File: src/rtl/branch_resolve_unit_pkg.sv
// rtl/branch_resolve_unit_pkg.sv - shared opcode/field constants and BHT counter helper
// Imported by the condition evaluator and the resolver top.
package branch_resolve_unit_pkg;

    localparam logic [5:0] OP_SPECIAL = 6'h00;
    localparam logic [5:0] OP_REGIMM  = 6'h01;
    localparam logic [5:0] OP_BEQ     = 6'h04;
    localparam logic [5:0] OP_BNE     = 6'h05;
    localparam logic [5:0] OP_BLEZ    = 6'h06;
    localparam logic [5:0] OP_BGTZ    = 6'h07;

    localparam logic [4:0] RT_BLTZ    = 5'h00;
    localparam logic [4:0] RT_BGEZ    = 5'h01;
    localparam logic [4:0] RT_BLTZAL  = 5'h10;
    localparam logic [4:0] RT_BGEZAL  = 5'h11;

    localparam logic [5:0] FN_MOVZ    = 6'h0A;
    localparam logic [5:0] FN_MOVN    = 6'h0B;

    // Saturating up/down step; ctr_max is the all-ones value of the counter width.
    function automatic logic [31:0] ctr_next(input logic [31:0] ctr, input logic taken,
                                             input logic [31:0] ctr_max);
        if (taken)
            return (ctr >= ctr_max) ? ctr : ctr + 32'd1;
        return (ctr == 32'd0) ? ctr : ctr - 32'd1;
    endfunction

endpackage

File: src/rtl/branch_resolve_unit_if.sv
// rtl/branch_resolve_unit_if.sv - fetch/decode-side signal bundle for the branch resolver
// master = pipeline side driving fetch PC and decode operands; slave = resolver.
interface branch_resolve_unit_if #(
    parameter int WIDTH     = 32,
    parameter int STAT_BITS = 32
);
    logic [31:0]          f_pc;
    logic                 f_pred_taken;
    logic                 d_valid;
    logic                 d_stall;
    logic [31:0]          d_instr;
    logic [31:0]          d_pc;
    logic                 d_pred_taken;
    logic [WIDTH-1:0]     d_data1;
    logic [WIDTH-1:0]     d_data2;
    logic                 cmp_out;
    logic                 is_branch;
    logic                 link;
    logic                 mispredict;
    logic [STAT_BITS-1:0] br_total;
    logic [STAT_BITS-1:0] br_mispred;

    modport master (
        output f_pc, d_valid, d_stall, d_instr, d_pc, d_pred_taken, d_data1, d_data2,
        input  f_pred_taken, cmp_out, is_branch, link, mispredict, br_total, br_mispred
    );

    modport slave (
        input  f_pc, d_valid, d_stall, d_instr, d_pc, d_pred_taken, d_data1, d_data2,
        output f_pred_taken, cmp_out, is_branch, link, mispredict, br_total, br_mispred
    );
endinterface

File: src/rtl/branch_resolve_unit_branch_cond.sv
// rtl/branch_resolve_unit_branch_cond.sv - combinational branch/conditional-move evaluator
// Decodes only opcode, rt and funct; validity and stall are handled by the caller.
module branch_cond
    import branch_resolve_unit_pkg::*;
#(
    parameter int WIDTH = 32
) (
    input  logic [31:0]      instr,
    input  logic [WIDTH-1:0] d1,
    input  logic [WIDTH-1:0] d2,
    output logic             cmp_out,
    output logic             is_branch,
    output logic             link
);

    logic [5:0] w_op;
    logic [4:0] w_rt;
    logic [5:0] w_funct;
    logic       w_d1_neg;
    logic       w_d1_zero;
    logic       w_d2_zero;
    logic       w_unused;

    assign w_op      = instr[31:26];
    assign w_rt      = instr[20:16];
    assign w_funct   = instr[5:0];
    assign w_d1_neg  = d1[WIDTH-1];
    assign w_d1_zero = (d1 == '0);
    assign w_d2_zero = (d2 == '0);
    assign w_unused  = ^{instr[25:21], instr[15:6]};

    always_comb begin
        cmp_out   = 1'b0;
        is_branch = 1'b0;
        link      = 1'b0;
        case (w_op)
            OP_BEQ: begin
                is_branch = 1'b1;
                cmp_out   = (d1 == d2);
            end
            OP_BNE: begin
                is_branch = 1'b1;
                cmp_out   = (d1 != d2);
            end
            OP_BLEZ: begin
                is_branch = 1'b1;
                cmp_out   = w_d1_neg | w_d1_zero;
            end
            OP_BGTZ: begin
                is_branch = 1'b1;
                cmp_out   = ~w_d1_neg & ~w_d1_zero;
            end
            OP_REGIMM: begin
                case (w_rt)
                    RT_BLTZ, RT_BLTZAL: begin
                        is_branch = 1'b1;
                        cmp_out   = w_d1_neg;
                        link      = (w_rt == RT_BLTZAL) & w_d1_neg;
                    end
                    RT_BGEZ, RT_BGEZAL: begin
                        is_branch = 1'b1;
                        cmp_out   = ~w_d1_neg;
                        link      = (w_rt == RT_BGEZAL) & ~w_d1_neg;
                    end
                    default: ;
                endcase
            end
            // Conditional moves report their condition but never count as branches.
            OP_SPECIAL: begin
                if (w_funct == FN_MOVZ)
                    cmp_out = w_d2_zero;
                else if (w_funct == FN_MOVN)
                    cmp_out = ~w_d2_zero;
            end
            default: ;
        endcase
    end

endmodule

File: src/rtl/branch_resolve_unit.sv
// rtl/branch_resolve_unit.sv - decode-stage branch resolver with BHT and event counters
// BRANCH_PRED_EN enables the BHT; without it fetch always predicts not-taken.
module branch_resolve_unit
    import branch_resolve_unit_pkg::*;
#(
    parameter int WIDTH     = 32,
    parameter int BHT_DEPTH = 64,
    parameter int CTR_BITS  = 2,
    parameter int STAT_BITS = 32
) (
    input  logic                   clk,
    input  logic                   reset,
    branch_resolve_unit_if.slave   bus
);

    logic w_cmp;
    logic w_is_branch;
    logic w_link;
    logic w_res;
    logic w_mispredict;

    logic [STAT_BITS-1:0] r_br_total;
    logic [STAT_BITS-1:0] r_br_mispred;

    branch_cond #(.WIDTH(WIDTH)) u_cond (
        .instr     (bus.d_instr),
        .d1        (bus.d_data1),
        .d2        (bus.d_data2),
        .cmp_out   (w_cmp),
        .is_branch (w_is_branch),
        .link      (w_link)
    );

    assign w_res = bus.d_valid & ~bus.d_stall & w_is_branch;

`ifdef BRANCH_PRED_EN
    localparam int IDX_BITS = $clog2(BHT_DEPTH);
    localparam int CTR_MAX  = (1 << CTR_BITS) - 1;
    localparam logic [CTR_BITS-1:0] CTR_INIT = CTR_BITS'((1 << (CTR_BITS - 1)) - 1);

    logic [CTR_BITS-1:0] r_bht [BHT_DEPTH];
    logic [IDX_BITS-1:0] w_f_idx;
    logic [IDX_BITS-1:0] w_d_idx;
    logic                w_unused;

    assign w_f_idx          = bus.f_pc[IDX_BITS+1:2];
    assign w_d_idx          = bus.d_pc[IDX_BITS+1:2];
    assign bus.f_pred_taken = r_bht[w_f_idx][CTR_BITS-1];
    assign w_mispredict     = w_res & (w_cmp != bus.d_pred_taken);
    assign w_unused         = ^{bus.f_pc, bus.d_pc};

    // Fetch reads the registered entry, so a same-cycle train is seen one cycle later.
    always_ff @(posedge clk) begin
        if (reset) begin
            for (int i = 0; i < BHT_DEPTH; i++)
                r_bht[i] <= CTR_INIT;
        end else if (w_res) begin
            r_bht[w_d_idx] <= CTR_BITS'(ctr_next(32'(r_bht[w_d_idx]), w_cmp, 32'(CTR_MAX)));
        end
    end
`else
    logic w_unused;

    assign bus.f_pred_taken = 1'b0;
    assign w_mispredict     = w_res & w_cmp;
    assign w_unused         = ^{bus.f_pc, bus.d_pc, bus.d_pred_taken};
`endif

    always_ff @(posedge clk) begin
        if (reset) begin
            r_br_total   <= '0;
            r_br_mispred <= '0;
        end else if (w_res) begin
            if (r_br_total != '1)
                r_br_total <= r_br_total + STAT_BITS'(1);
            if (w_mispredict && (r_br_mispred != '1))
                r_br_mispred <= r_br_mispred + STAT_BITS'(1);
        end
    end

    assign bus.cmp_out    = w_cmp;
    assign bus.is_branch  = w_is_branch;
    assign bus.link       = w_link;
    assign bus.mispredict = w_mispredict;
    assign bus.br_total   = r_br_total;
    assign bus.br_mispred = r_br_mispred;

endmodule

File: src/flat_wrapper.sv
// flat-port wrapper written by rule: the top's interface ports become plain ports
module branch_resolve_unit_flat import branch_resolve_unit_pkg::*;
#(
    parameter int WIDTH     = 32,
    parameter int BHT_DEPTH = 64,
    parameter int CTR_BITS  = 2,
    parameter int STAT_BITS = 32
)
  (clk, reset, bus_f_pc, bus_d_valid, bus_d_stall, bus_d_instr, bus_d_pc, bus_d_pred_taken, bus_d_data1, bus_d_data2, bus_f_pred_taken, bus_cmp_out, bus_is_branch, bus_link, bus_mispredict, bus_br_total, bus_br_mispred);
  branch_resolve_unit_if #(.WIDTH(WIDTH), .STAT_BITS(STAT_BITS)) bus_i ();
  input  logic clk;
  input  logic reset;
  input wire logic [$bits(bus_i.f_pc)-1:0] bus_f_pc;
  input wire logic [$bits(bus_i.d_valid)-1:0] bus_d_valid;
  input wire logic [$bits(bus_i.d_stall)-1:0] bus_d_stall;
  input wire logic [$bits(bus_i.d_instr)-1:0] bus_d_instr;
  input wire logic [$bits(bus_i.d_pc)-1:0] bus_d_pc;
  input wire logic [$bits(bus_i.d_pred_taken)-1:0] bus_d_pred_taken;
  input wire logic [$bits(bus_i.d_data1)-1:0] bus_d_data1;
  input wire logic [$bits(bus_i.d_data2)-1:0] bus_d_data2;
  output wire logic [$bits(bus_i.f_pred_taken)-1:0] bus_f_pred_taken;
  output wire logic [$bits(bus_i.cmp_out)-1:0] bus_cmp_out;
  output wire logic [$bits(bus_i.is_branch)-1:0] bus_is_branch;
  output wire logic [$bits(bus_i.link)-1:0] bus_link;
  output wire logic [$bits(bus_i.mispredict)-1:0] bus_mispredict;
  output wire logic [$bits(bus_i.br_total)-1:0] bus_br_total;
  output wire logic [$bits(bus_i.br_mispred)-1:0] bus_br_mispred;
  assign bus_i.f_pc = bus_f_pc;
  assign bus_i.d_valid = bus_d_valid;
  assign bus_i.d_stall = bus_d_stall;
  assign bus_i.d_instr = bus_d_instr;
  assign bus_i.d_pc = bus_d_pc;
  assign bus_i.d_pred_taken = bus_d_pred_taken;
  assign bus_i.d_data1 = bus_d_data1;
  assign bus_i.d_data2 = bus_d_data2;
  assign bus_f_pred_taken = bus_i.f_pred_taken;
  assign bus_cmp_out = bus_i.cmp_out;
  assign bus_is_branch = bus_i.is_branch;
  assign bus_link = bus_i.link;
  assign bus_mispredict = bus_i.mispredict;
  assign bus_br_total = bus_i.br_total;
  assign bus_br_mispred = bus_i.br_mispred;
  branch_resolve_unit #(.WIDTH(WIDTH), .BHT_DEPTH(BHT_DEPTH), .CTR_BITS(CTR_BITS), .STAT_BITS(STAT_BITS)) u_core (.clk(clk), .reset(reset), .bus(bus_i));
endmodule
File: config.mk
export PLATFORM = sky130hd
export DESIGN_NAME = branch_resolve_unit_flat
export DESIGN_NICKNAME = d
export VERILOG_FILES = /design/src/rtl/branch_resolve_unit_pkg.sv /design/src/rtl/branch_resolve_unit_if.sv /design/src/rtl/branch_resolve_unit_branch_cond.sv /design/src/rtl/branch_resolve_unit.sv /design/src/flat_wrapper.sv
export SDC_FILE = /design/constraint.sdc
export NUM_CORES = 1
export LEC_CHECK = 0
export ABC_CLOCK_PERIOD_IN_PS = 4400
export CORE_AREA = 2 2 145 91
export CTS_CLUSTER_SIZE = 14
export DETAILED_ROUTE_END_ITERATION = 6
export DIE_AREA = 0 0 147 93
export PLACE_DENSITY_LB_ADDON = 0.3
export RECOVER_POWER = 100
export REMOVE_ABC_BUFFERS = 1
export SLEW_MARGIN = 30
export SYNTH_ARGS = -nofsm -noshare
export SYNTH_HDL_FRONTEND = slang
export SYNTH_SLANG_ARGS = --single-unit
File: constraint.sdc
create_clock -name clk -period 4.4 [get_ports clk]
set_input_delay 0.88 -clock clk [delete_from_list [all_inputs] [get_ports clk]]
set_output_delay 0.88 -clock clk [all_outputs]
set_load 0.03 [all_outputs]
# [Word-level counts from Yosys, hierarchy flattened]
# Index checks and enable logic that the tools add are counted.
[op_classes] n_shift=0 n_reduce_logical=11 mul=0 n_mux=8 magnitude_cmp=0 eq_ne=14 bitwise=11 addsub=2 div=0
[ops] cell="adder 32 x 1 -> 32 bit, second input constant" n=2
[ops] cell="logical NOT 32 bit" n=2
[ops] cell="!= test 32 bit, second input constant" n=2
[ops] cell="equality test 32 bit" n=1
[ops] cell="!= test 32 bit" n=1
[ops] cell="equality test 6 x 3 -> 1 bit, second input constant" n=4
[ops] cell="equality test 6 x 4 -> 1 bit, second input constant" n=2
[ops] cell="equality test 5 bit, second input constant" n=2
[ops] cell="OR reduction 4 bit" n=2
[ops] cell="bitwise AND 1 bit" n=6
[ops] cell="equality test 6 x 1 -> 1 bit, second input constant" n=1
[ops] cell="logical NOT 6 bit" n=1
[ops] cell="case mux 1 bit (2 select lines)" n=3
[ops] cell="case mux 1 bit (6 select lines)" n=1
[ops] cell="equality test 5 x 1 -> 1 bit, second input constant" n=1
[ops] cell="logical NOT 5 bit" n=1
[ops] cell="two-way mux 1 bit" n=4
[ops] cell="NOT 1 bit" n=4
[ops] cell="AND reduction 2 bit" n=2
[ops] cell="OR reduction 2 bit" n=2
[ops] cell="logical AND 1 bit" n=1
[ops] cell="bitwise OR 1 bit" n=1
[totals] input_bits=165 latch_bits=0 memories=0 rom_bits=0 reg_bits=64 out_inout_bits=69 mem_bits_rw=0 wordCells=48

# [Depth between registers and ports, before layout]
# Gate-level depths: netlist (run 1).
[logic_depth] ltp_word=8 depth_mapped=13 ltp_nobuf=9

# [Cells and area by module]
# A second synthesis (run 1) with hierarchy kept.
[unflattened] hier_cells=482 hier_area_um2=3902.5
[modules_own_cells] module="branch_resolve_unit" area_each_um2=3251.9 cells_each=394 instances=1 seq_area_each_um2=1281.2
[modules_own_cells] module="branch_cond" area_each_um2=650.6 cells_each=88 instances=1 seq_area_each_um2=0.0

# [Worst setup path before layout (run 1)]
# Ideal clock, no wire load.
[synth_path] path_type="input -> output" from="input port bus_d_instr[17]" to="output port bus_mispredict" t_arrival_ps=2662 t_required_ps=3520 n_path_buf=1 slack_ps=858 path_stages=6 cell_sequence="or4b_1 or4_1 nand2b_1 o21a_1 a31oi_4 buf_2"
[synth_via] elab_chain_cells=6 word_cells_on_any_way=13 cone_classes="eq/ne: 3; mux: 4; bitwise: 2; reduce/logical: 4"
[synth_lines] element="start: declaration" line="flat_wrapper.sv:16" source="input wire logic [$bits(bus_i.d_instr)-1:0] bus_d_instr;"
[synth_lines] element="equality test 5 bit, or another cell as far along" line="branch_resolve_unit_branch_cond.sv:54" source="case (w_rt)"
[synth_lines] element="OR reduction 4 bit (no source line)"
[synth_lines] element="two-way mux 1 bit" line="branch_resolve_unit_branch_cond.sv:54"
[synth_lines] element="case mux 1 bit (2 select lines)" line="branch_resolve_unit_branch_cond.sv:36" source="case (w_op)"
[synth_lines] element="bitwise AND 1 bit" line="branch_resolve_unit.sv:34" source="assign w_res = bus.d_valid & ~bus.d_stall & w_is_branch;"
[synth_lines] element="bitwise AND 1 bit *" line="branch_resolve_unit.sv:65" source="assign w_mispredict = w_res & w_cmp;"
[synth_lines] element="end: declaration" line="flat_wrapper.sv:25" source="output wire logic [$bits(bus_i.mispredict)-1:0] bus_mispredict;"
# Every way passes the cells marked *; elsewhere a longest branch is shown, timed or not.

# [Worst setup path in the final report (run 1)]
[layout_path] from="input port bus_d_data2[7]" to="output port bus_mispredict"
[layout_via] elab_chain_cells=6 word_cells_on_any_way=8 cone_classes="eq/ne: 2; mux: 3; bitwise: 2; reduce/logical: 1"
[layout_lines] element="start: declaration" line="flat_wrapper.sv:20" source="input wire logic [$bits(bus_i.d_data2)-1:0] bus_d_data2;"
[layout_lines] element="logical NOT 32 bit" line="branch_resolve_unit_branch_cond.sv:29" source="assign w_d2_zero = (d2 == '0);"
[layout_lines] element="NOT 1 bit" line="branch_resolve_unit_branch_cond.sv:73" source="cmp_out = ~w_d2_zero;"
[layout_lines] element="two-way mux 1 bit" line="branch_resolve_unit_branch_cond.sv:72" source="else if (w_funct == FN_MOVN)"
[layout_lines] element="two-way mux 1 bit" line="branch_resolve_unit_branch_cond.sv:70" source="if (w_funct == FN_MOVZ)"
[layout_lines] element="case mux 1 bit (6 select lines) *" line="branch_resolve_unit_branch_cond.sv:36"
[layout_lines] element="bitwise AND 1 bit *" line="branch_resolve_unit.sv:65"
# Marked as above.

==> flow_summary.toml, run 1 <==
[cts]
cts-htree-levels = 3
cts-buffers-inserted = 9
path_clk_slew_ns = 0.05
clock-sinks = 64
buffer_levels_on_the_longest_clock_path = 2
cts_post_setup_buffers_inserted = 0
clock_insertion_delay_worst_skew_ns = 0.33
cts_tree = "done"
ctsRootBufferMaster = "sky130_fd_sc_hd__clkbuf_16"
ctsHoldBuffers = 0

[power_and_ir_drop]
power.static_leakage_nw = 2.18
netSwitchingFraction_pct = 22.8
cell_internal_pwr_w = 0.00106
pwr-share-clk_pct = 46.7
cellPowerDensity_nw_per_um2 = 245
sequentialPowerShare_pct = 42.2
power.combinational.fraction_pct = 11.0
switching_power_w = 0.000314
vdd_ir_drop_max_v = 0.000148

[synth]
synth_top_cells_by_area = "sky130_fd_sc_hd__dfxtp_1, sky130_fd_sc_hd__xor2_1, sky130_fd_sc_hd__nor2_1, sky130_fd_sc_hd__nand3_1, sky130_fd_sc_hd__nor4_1"
synthArstFlopShare_pct = 0
netlist-cell-type-count = 44
yosys.area.top_type = "sky130_fd_sc_hd__dfxtp_1"
netlist_area_sq_um = 3620
synth_flop_cell = "sky130_fd_sc_hd__dfxtp_1"
post_synth_edffs = 0
synth_cells = 437
synth_area_per_cell_sq_um = 8.29
yosys_register_bits = 64
yosysWarningCount = 0
seq_area_frac_synth_pct = 35.4
synth_top_cell_area_share_pct = 35.4

[route]
drt.antenna.violating_nets = 0
drtPass1Iterations = 4
first_iter_violations = 269
routed_wirelength_mm = 12.3
routed_via_density = 4.98
detailroute.via_count = 3861
drt_drc_violations_left = 0
route.detailed.wl_per_inst_microns = 15.8

[timing]
hold_viol_final = 0
timing_max_transition_violations_final = 0
rsz0062_at_grt = "no"
max_slew_margin_pct = 23.9
timing_worst_slew_pin_value_ns = 1.13
achievable-frequency_ghz = 0.233
total_neg_setup_slack_ns = 0
number_of_setup_violations_in_the_final_report = 0
worst_clock_skew_ns = 0.00559
period_minus_slack_ns = 4.28
finalCritPeriodShare_pct = 97.3

[critical_path]
critical_path_arrival_ns = 3.40
timing.critical_path.fanout_max = 4
timing.reg2reg.worst_path_depth = 10
worstSetupEndpoint = "bus_mispredict"
critPathKind = "primary input to output port"
regToRegSetupSlack_ns = 1.37
cp-end-kind = "output port"
critical_path.startpoint = "bus_d_data2[7]"
cp_data_required_time_ns = 3.52
setup.worst_path.start_class = "primary input"
r2r_end = "u_core.bus.br_mispred[29]"
r2r-start = "u_core.bus.br_mispred[3]"

[floorplan]
core-area_sq_um = 12400
die-height_microns = 93
initial_core_util_pct = 29.2
core.rowCount = 32
die_x_microns = 147
total_die_area_sq_um = 13700
pin_count = 234

[global_routing]
number_of_global_route_vias_before_repair = 3664
grt_overflow_total = 0
pin_count_of_the_biggest_net_entering_global_routing = 40
grt_first_pass_wirelength_mm = 19.5
grt_antenna_before_repair = 0
grt.total_usage_pct = 18.2

[run_status]
status = "completed"

[cells_and_area]
layout-drive-gt1-share_pct = 5.29
final_util_pct = 45.2
fin_cells = 775
nNetsFinal = 767
areaGrowthSynthToFinish_pct = 54.9
layout_commonest_cell = "sky130_fd_sc_hd__clkdlybuf4s50_1"
most-common-layout-cells = "sky130_fd_sc_hd__clkdlybuf4s50_1, sky130_fd_sc_hd__xor2_1, sky130_fd_sc_hd__dlygate4sd3_1"
diodes_inserted = 0

[placed_design]
detailed_place_hpwl_mm = 9.64
placement.io_buffers = 152
post-place-cells = 759
gp_routability_congestion = 0.918

[run]
timing.max_cap.violations = 0

[hold_path]
hold_path.class = "register to register"
[cell families after synthesis]
family,count (synthesis),share of synthesized area (%)
AOI/OAI and AO/OA,39,7.25
adders and majority gates,2,0.691
buffers and inverters,24,3.11
xor gates and xnor gates,79,19.1
DFF,64,35.4
muxes,4,1.17
and+or+nand+nor,224,33.2
other,1,0.104
[through the flow]
step | instance area [sq um] | total power [W] | setup slack (ns) | hold slack, ns
floorplan | 3540 | 0.000624 | 0.860 | 0.604
global placement | 5400 | 0.000742 | 0.0911 | 0.474
detailed placement | 5400 | 0.000741 | 0.126 | 0.484
CTS | 5660 | 0.00139 | 0.129 | 0.491
global route | 5610 | 0.00142 | 0.0199 | 0.511
finish | 5610 | 0.00137 | 0.117 | 0.489
[critical path: stages]
cell	delay, ns
sky130_fd_sc_hd__clkdlybuf4s50_1	0.51
sky130_fd_sc_hd__xor2_1	0.20
sky130_fd_sc_hd__nor4_1	0.37
sky130_fd_sc_hd__nand4_1	0.20
sky130_fd_sc_hd__or3_1	0.38
sky130_fd_sc_hd__a211o_1	0.35
sky130_fd_sc_hd__a31oi_4	0.29
sky130_fd_sc_hd__buf_4	0.22
[worst min-delay path by stage]
stage	endpoint	depth (start not counted)	startpoint	slack, ns
after CTS	u_core.bus.br_mispred[14]	2	u_core.bus.br_mispred[14]	0.49
after floorplan	u_core.bus.br_mispred[16]	2	u_core.bus.br_mispred[16]	0.60
after global placement	u_core.bus.br_mispred[6]	2	u_core.bus.br_mispred[6]	0.47
after global routing	u_core.bus.br_mispred[16]	2	u_core.bus.br_mispred[16]	0.51
final	u_core.bus.br_mispred[14]	2	u_core.bus.br_mispred[14]	0.49
after detailed placement	u_core.bus.br_mispred[14]	2	u_core.bus.br_mispred[14]	0.48
[repair_timing]
| action | in CTS | in global routing |
|---|---|---|
| endpoints found under the hold margin | 0 | 0 |
| setup endpoints to repair | 0 | 1 |
| gates resized for setup | 0 | 1 |
[registers in the layout (all words and copies together), names as in the netlist]
| signal | flops |
|---|---|
| u_core.bus.br_mispred | 32 |
| u_core.bus.br_total | 32 |
[cells in the mapped netlist, types with 2 or more instances]
cell	instances
sky130_fd_sc_hd__mux2i_1	2
sky130_fd_sc_hd__ha_1	2
sky130_fd_sc_hd__o21ai_0	7
sky130_fd_sc_hd__buf_6	2
sky130_fd_sc_hd__nand3_1	35
sky130_fd_sc_hd__and4_1	8
sky130_fd_sc_hd__clkbuf_1	10
sky130_fd_sc_hd__o31ai_1	11
sky130_fd_sc_hd__nor4_1	23
sky130_fd_sc_hd__nor3_1	7
sky130_fd_sc_hd__nand2_1	25
sky130_fd_sc_hd__mux2_2	2
sky130_fd_sc_hd__a21oi_1	15
sky130_fd_sc_hd__buf_2	3
sky130_fd_sc_hd__xnor2_1	11
sky130_fd_sc_hd__nor2_1	60
sky130_fd_sc_hd__nand4_1	16
sky130_fd_sc_hd__dfxtp_1	64
sky130_fd_sc_hd__or3_1	7
sky130_fd_sc_hd__nor2b_1	4
sky130_fd_sc_hd__or4_1	12
sky130_fd_sc_hd__xor2_1	68
sky130_fd_sc_hd__inv_1	8
sky130_fd_sc_hd__and2_1	3
sky130_fd_sc_hd__and3_1	13
[power groups by stage]
stage               registers (W)  clock network, W   logic, W
global placement         0.000593                 0   0.000150
global route             0.000580          0.000682   0.000160
floorplan                0.000593                 0  0.0000314
detailed placement       0.000593                 0   0.000149
finish                   0.000580          0.000642   0.000152
CTS                      0.000580          0.000659   0.000149
[layout make-up]
cell class	count	area, sq um
tap	170	213
clock buffer	12	246
sequential	64	1280
inverter	8	30.0
timing repair buffer	168	1610
multi-input combinational	349	2210
clock inverter	4	20.0
fill	1239	6800
[per-layer routing]
layer / vias up / global-route usage, % / routed length, microns
met3: 17 / 6.44 / 865
li1: 1892 / - / -
met5: - / 0 / 0
met4: 0 / 5.37 / 183
met2: 107 / 27.2 / 5320
met1: 1845 / 24.6 / 5910
Note: power is estimated with default switching activity, not from simulation.
==> inputs of run 2 (changes only) <==
- CORE_AREA: 2 2 145 91 -> 2 2 126 79
- DIE_AREA: 0 0 147 93 -> 0 0 128 81
- SLEW_MARGIN: 30 -> unset
==> flow_summary.toml, run 2 (same netlist as run 1, synthesis figures left out) <==
[run_status]
status = "completed"

[timing]
total_neg_setup_slack_ns = 0
timing_worst_slew_pin_value_ns = 1.02
achievable-frequency_ghz = 0.235
number_of_setup_violations_in_the_final_report = 0
timing_max_transition_violations_final = 0
period_minus_slack_ns = 4.26
finalCritPeriodShare_pct = 96.9
hold_viol_final = 0
worst_clock_skew_ns = 0.00496
max_slew_margin_pct = 31.7
rsz0062_at_grt = "no"

[power_and_ir_drop]
vdd_ir_drop_max_v = 0.000182
power.static_leakage_nw = 2.16
cellPowerDensity_nw_per_um2 = 259

[floorplan]
die-height_microns = 81
core.rowCount = 28
core-area_sq_um = 9390
die_x_microns = 128
pin_count = 234
initial_core_util_pct = 38.6
total_die_area_sq_um = 10400

[cells_and_area]
diodes_inserted = 0
filler_cell_count = 868
areaGrowthSynthToFinish_pct = 52.4
layout-drive-gt1-share_pct = 4.36
post-route-cell-area_sq_um = 5520
most-common-layout-cells = "sky130_fd_sc_hd__clkdlybuf4s50_1, sky130_fd_sc_hd__xor2_1, sky130_fd_sc_hd__dlygate4sd3_1"
nNetsFinal = 758
layout_commonest_cell = "sky130_fd_sc_hd__clkdlybuf4s50_1"

[cts]
cts-htree-levels = 3
cts_tree = "done"
cts-buffers-inserted = 9
buffer_levels_on_the_longest_clock_path = 2
ctsRootBufferMaster = "sky130_fd_sc_hd__clkbuf_16"
path_clk_slew_ns = 0.05
ctsHoldBuffers = 0
cts_post_setup_buffers_inserted = 0
clock-sinks = 64
clock_insertion_delay_worst_skew_ns = 0.33

[hold_path]
hold_path.class = "register to register"
min_from = "u_core.bus.br_mispred[16]"

[global_routing]
grt_antenna_before_repair = 0
grt_overflow_total = 0
grt.total_usage_pct = 22.6
pin_count_of_the_biggest_net_entering_global_routing = 37
grt_first_pass_wirelength_mm = 18.1
number_of_global_route_vias_before_repair = 3585

[route]
drtPass1Iterations = 4
routed_via_density = 5.26
drt.antenna.violating_nets = 0
routed_wirelength_mm = 11.4
drt_drc_violations_left = 0
first_iter_violations = 281
detailroute.via_count = 3764
route.detailed.wl_per_inst_microns = 15.9

[critical_path]
setup.worst_path.start_class = "primary input"
critPathKind = "primary input to output port"
critical_path_arrival_ns = 3.38
cp-end-kind = "output port"
cp_data_required_time_ns = 3.52
timing.critical_path.fanout_max = 4
r2r-start = "u_core.bus.br_mispred[3]"
critical_path.startpoint = "bus_d_data2[7]"

[placed_design]
placed_area_sq_um = 5270
gp_routability_congestion = 0.966
detailed_place_hpwl_mm = 8.98
placement.io_buffers = 152

[run]
timing.max_cap.violations = 0
-- run 2: path summary, 6_finish.rpt --
kind	endpoint	slack, ns	depth (start not counted)
min	u_core.bus.br_mispred[16]	0.49	2
min reg2reg	u_core.bus.br_mispred[16]	0.49	2
max reg2reg	u_core.bus.br_mispred[11]	1.45	9
max	bus_mispredict	0.14	9
-- run 2: area by class of cell --
| class | instances | area, sq um | share of cell area [%] |
|---|---|---|---|
| Clock buffer | 14 | 294 | 5.33 |
| Clock inverter | 2 | 10.0 | 0.181 |
| Inverter | 8 | 30.0 | 0.544 |
| Multi-Input combinational cell | 349 | 2210 | 40.1 |
| Sequential cell | 64 | 1280 | 23.2 |
| Tap cell | 120 | 150 | 2.72 |
| Timing Repair Buffer | 159 | 1540 | 27.9 |
-- run 2: worst max-delay path: stages --
cell and delay [ns]:
sky130_fd_sc_hd__clkdlybuf4s50_1 0.44, sky130_fd_sc_hd__xor2_1 0.22, sky130_fd_sc_hd__nor4_2 0.30, sky130_fd_sc_hd__clkbuf_1 0.19
sky130_fd_sc_hd__nand4_1 0.13, sky130_fd_sc_hd__or3_1 0.36, sky130_fd_sc_hd__a211o_1 0.35, sky130_fd_sc_hd__a31oi_4 0.25
sky130_fd_sc_hd__clkbuf_4 0.26
-- run 2: repair_timing --
item                                    4_1_cts  5_1_grt
endpoints found under the hold margin         0        0
resized for setup                             0        1
endpoints found under the setup margin        0        1
-- run 2: through the flow --
stage | total power (W) | instances | util (%) | setup slack [ns] | hold WS, ns
after floorplan | 0.000624 | 421 | - | 0.860 | 0.604
after global placement | 0.000737 | 700 | 56.1 | 0.146 | 0.469
after detailed placement | 0.000737 | 700 | 56.1 | 0.115 | 0.487
after CTS | 0.00145 | 716 | 59.3 | 0.108 | 0.494
after global routing | 0.00148 | 716 | 58.8 | 0.0137 | 0.508
final | 0.00143 | 716 | 58.8 | 0.136 | 0.493
-- run 2: power by group --
part           switching [W]  internal, W
logic              0.0000610    0.0000856
clock network       0.000249     0.000456
registers        0.000000163     0.000580
-- run 2: metal layers --
| layer | global-route usage [%] | vias to the layer above | part of all wire (%) |
|---|---|---|---|
| li1 | - | 1866 | - |
| met5 | 0 | - | 0 |
| met3 | 7.05 | 14 | 8.7 |
| met1 | 32.3 | 1753 | 50 |
| met2 | 32.5 | 131 | 40 |
| met4 | 6.48 | 0 | 1.1 |
==> patch (flow settings as in run 2) <==
`STAT_BITS` is set to 32 in 3 places; all go to 48.
--- a/src/rtl/branch_resolve_unit_if.sv
+++ b/src/rtl/branch_resolve_unit_if.sv
@@ -4,3 +4,3 @@
     parameter int WIDTH     = 32,
-    parameter int STAT_BITS = 32
+    parameter int STAT_BITS = 48
 );
--- a/src/rtl/branch_resolve_unit.sv
+++ b/src/rtl/branch_resolve_unit.sv
@@ -8,3 +8,3 @@
     parameter int CTR_BITS  = 2,
-    parameter int STAT_BITS = 32
+    parameter int STAT_BITS = 48
 ) (
--- a/src/flat_wrapper.sv
+++ b/src/flat_wrapper.sv
@@ -6,3 +6,3 @@
     parameter int CTR_BITS  = 2,
-    parameter int STAT_BITS = 32
+    parameter int STAT_BITS = 48
 )
Interface: changed (resized bus_br_mispred and bus_br_total); port bits go from 234 to 266. No check against the original RTL was run, so the function may have changed too.
==> patch against run 2 <==
  * Area after synthesis increased by 53%
  * Sequential cell count rose by 32
  * Wire length grew 55%
  * Design area increased by 39%
  * Worst setup slack improved by 0.041 ns
  * Total power rose by 31%
  * Utilization up 23 points
  * Non-clock buffer count is 34 higher
  * Sequential power grew 50%
  * Synthesized cell count is 55% higher
  * Clock power grew 20%
==> patch: results (changes against run 2) <==
Finish
  • Fillers: 555 (-36%)
  • Nets: 1015 (+34%)
  • Finished Layout Cells: 972 (+36%)

Synthesis
  • Synth area leaders: dfxtp_1 35%, xor2_1 9.0%, nor2_1 4.9%
  • Netlist cell types: 49 (+11%)
  • Seq/Total Area, Yosys: 34.7% (-0.71 points)

STA
  • Hold slack: 0.514 ns (+0.0204 ns)
  • Minimum clock period: 4.22 ns (-0.0414 ns)
  • Clock Skews: 0.00656 ns (+0.00160 ns)

Detailed routing
  • Vias per cell: 6.39 (+22%)
  • Number of DRC violations after detailed-routing iteration 0: 648 (+130%)
  • Routed wire length per instance: 18.2 um (+14%)
  • Iteration count of the initial detailed-routing pass: 5 (+1)

Placed design
  • Placed cells: 957 (+37%)
  • IO Port Bufs: 184 (+21%)
  • HPWL after DPL: 12900 um (+43%)
  • Routability Congestion: 0.906 (-6.2%)
  • Pre-CTS WS: 0.0600 ns (-0.0552 ns)

Global routing
  • Largest net degree at the start of global routing: 87 (+140%)
  • First-pass GRT wire length: 28000 um (+55%)
  • GRT Total Usage: 33.5% (+11 points)

Setup path
  • Crit Path Max Fanout: 30 (+26)
  • Reg2reg path depth: 8 (-1)
  • Worst R2R Start: u_core.bus.br_mispred[0]
  • Reg-to-reg endpoint: u_core.bus.br_mispred[20]

Worst hold path
  • Hold Path End: u_core.bus.br_mispred[27]

CTS
  • Clock transition at path regs: 0.07 ns (+0.02 ns)
  • Worst skew pair latency: 0.35 ns (+0.02 ns)

Pwr
  • Comb power: 0.159 mW (+8%)
  • Int Pwr: 1.45 mW (+30%)
  • VDD IR max: 0.000217 V (+19%)

Run status
  • Outcome: finished, final reports clean
==> patch: changes by cell type after synthesis, moves of 13 or more <==
cell     change
nand4_1     +23
or4_1       +15
dfxtp_1     +32
a21oi_1     +30
nand2_1     +14
o31ai_1     +14
nor4_1      +13
nor2_1      +13
==> patch: stage by stage <==
stage / total power, mW / instance area, um2 / util [%]
CTS: 1.87 / 7740 / 82.4
global route: 1.91 / 7680 / 81.8
floorplan: 0.928 / 5370 / -
detailed placement: 1.05 / 7430 / 79.1
finish: 1.87 / 7680 / 81.8
global placement: 1.04 / 7430 / 79.1
==> patch: cells by family after synthesis <==
kind of cell,Yosys count,share of synthesized area (%)
fa+ha+maj,2,0.451
buf+inv,49,4.24
other cells,1,0.0676
simple gates,347,35.3
flops,96,34.7
compound gates,96,11.0
xor+xnor,75,11.8
mux,12,2.44
==> patch: area by class of cell <==
type / count / area [um2] / share of cell area (%)
clock buffer: 10 / 229 / 2.98
clock inverter: 5 / 81.3 / 1.06
inverter: 15 / 56.3 / 0.733
multi-input combinational: 533 / 3350 / 43.6
sequential: 96 / 1920 / 25.0
tap: 120 / 150 / 1.96
timing repair buffer: 193 / 1890 / 24.7
==> patch: worst max-delay path: stages <==
cell and delay [ns]:
dlygate4sd3_1 0.62, nor4_1 0.38, nand4_1 0.18, o21bai_2 0.17
xnor2_1 0.07, or3_1 0.31, o311a_2 0.16, buf_4 0.24
nor2_1 0.15, buf_4 0.18
==> patch: what timing repair did <==
item	CTS	global route
setup endpoints to repair	0	1
hold buffers	0	0
gates resized for setup	0	1
==> patch: per-layer routing <==
layer,global-route usage (%),share of wire [%],vias to the layer above
met2,56.3,47,366
li1,-,-,2865
met1,42.4,41,2919
met5,0,0,-
met4,14.8,3.8,0
met3,6.85,8.2,61
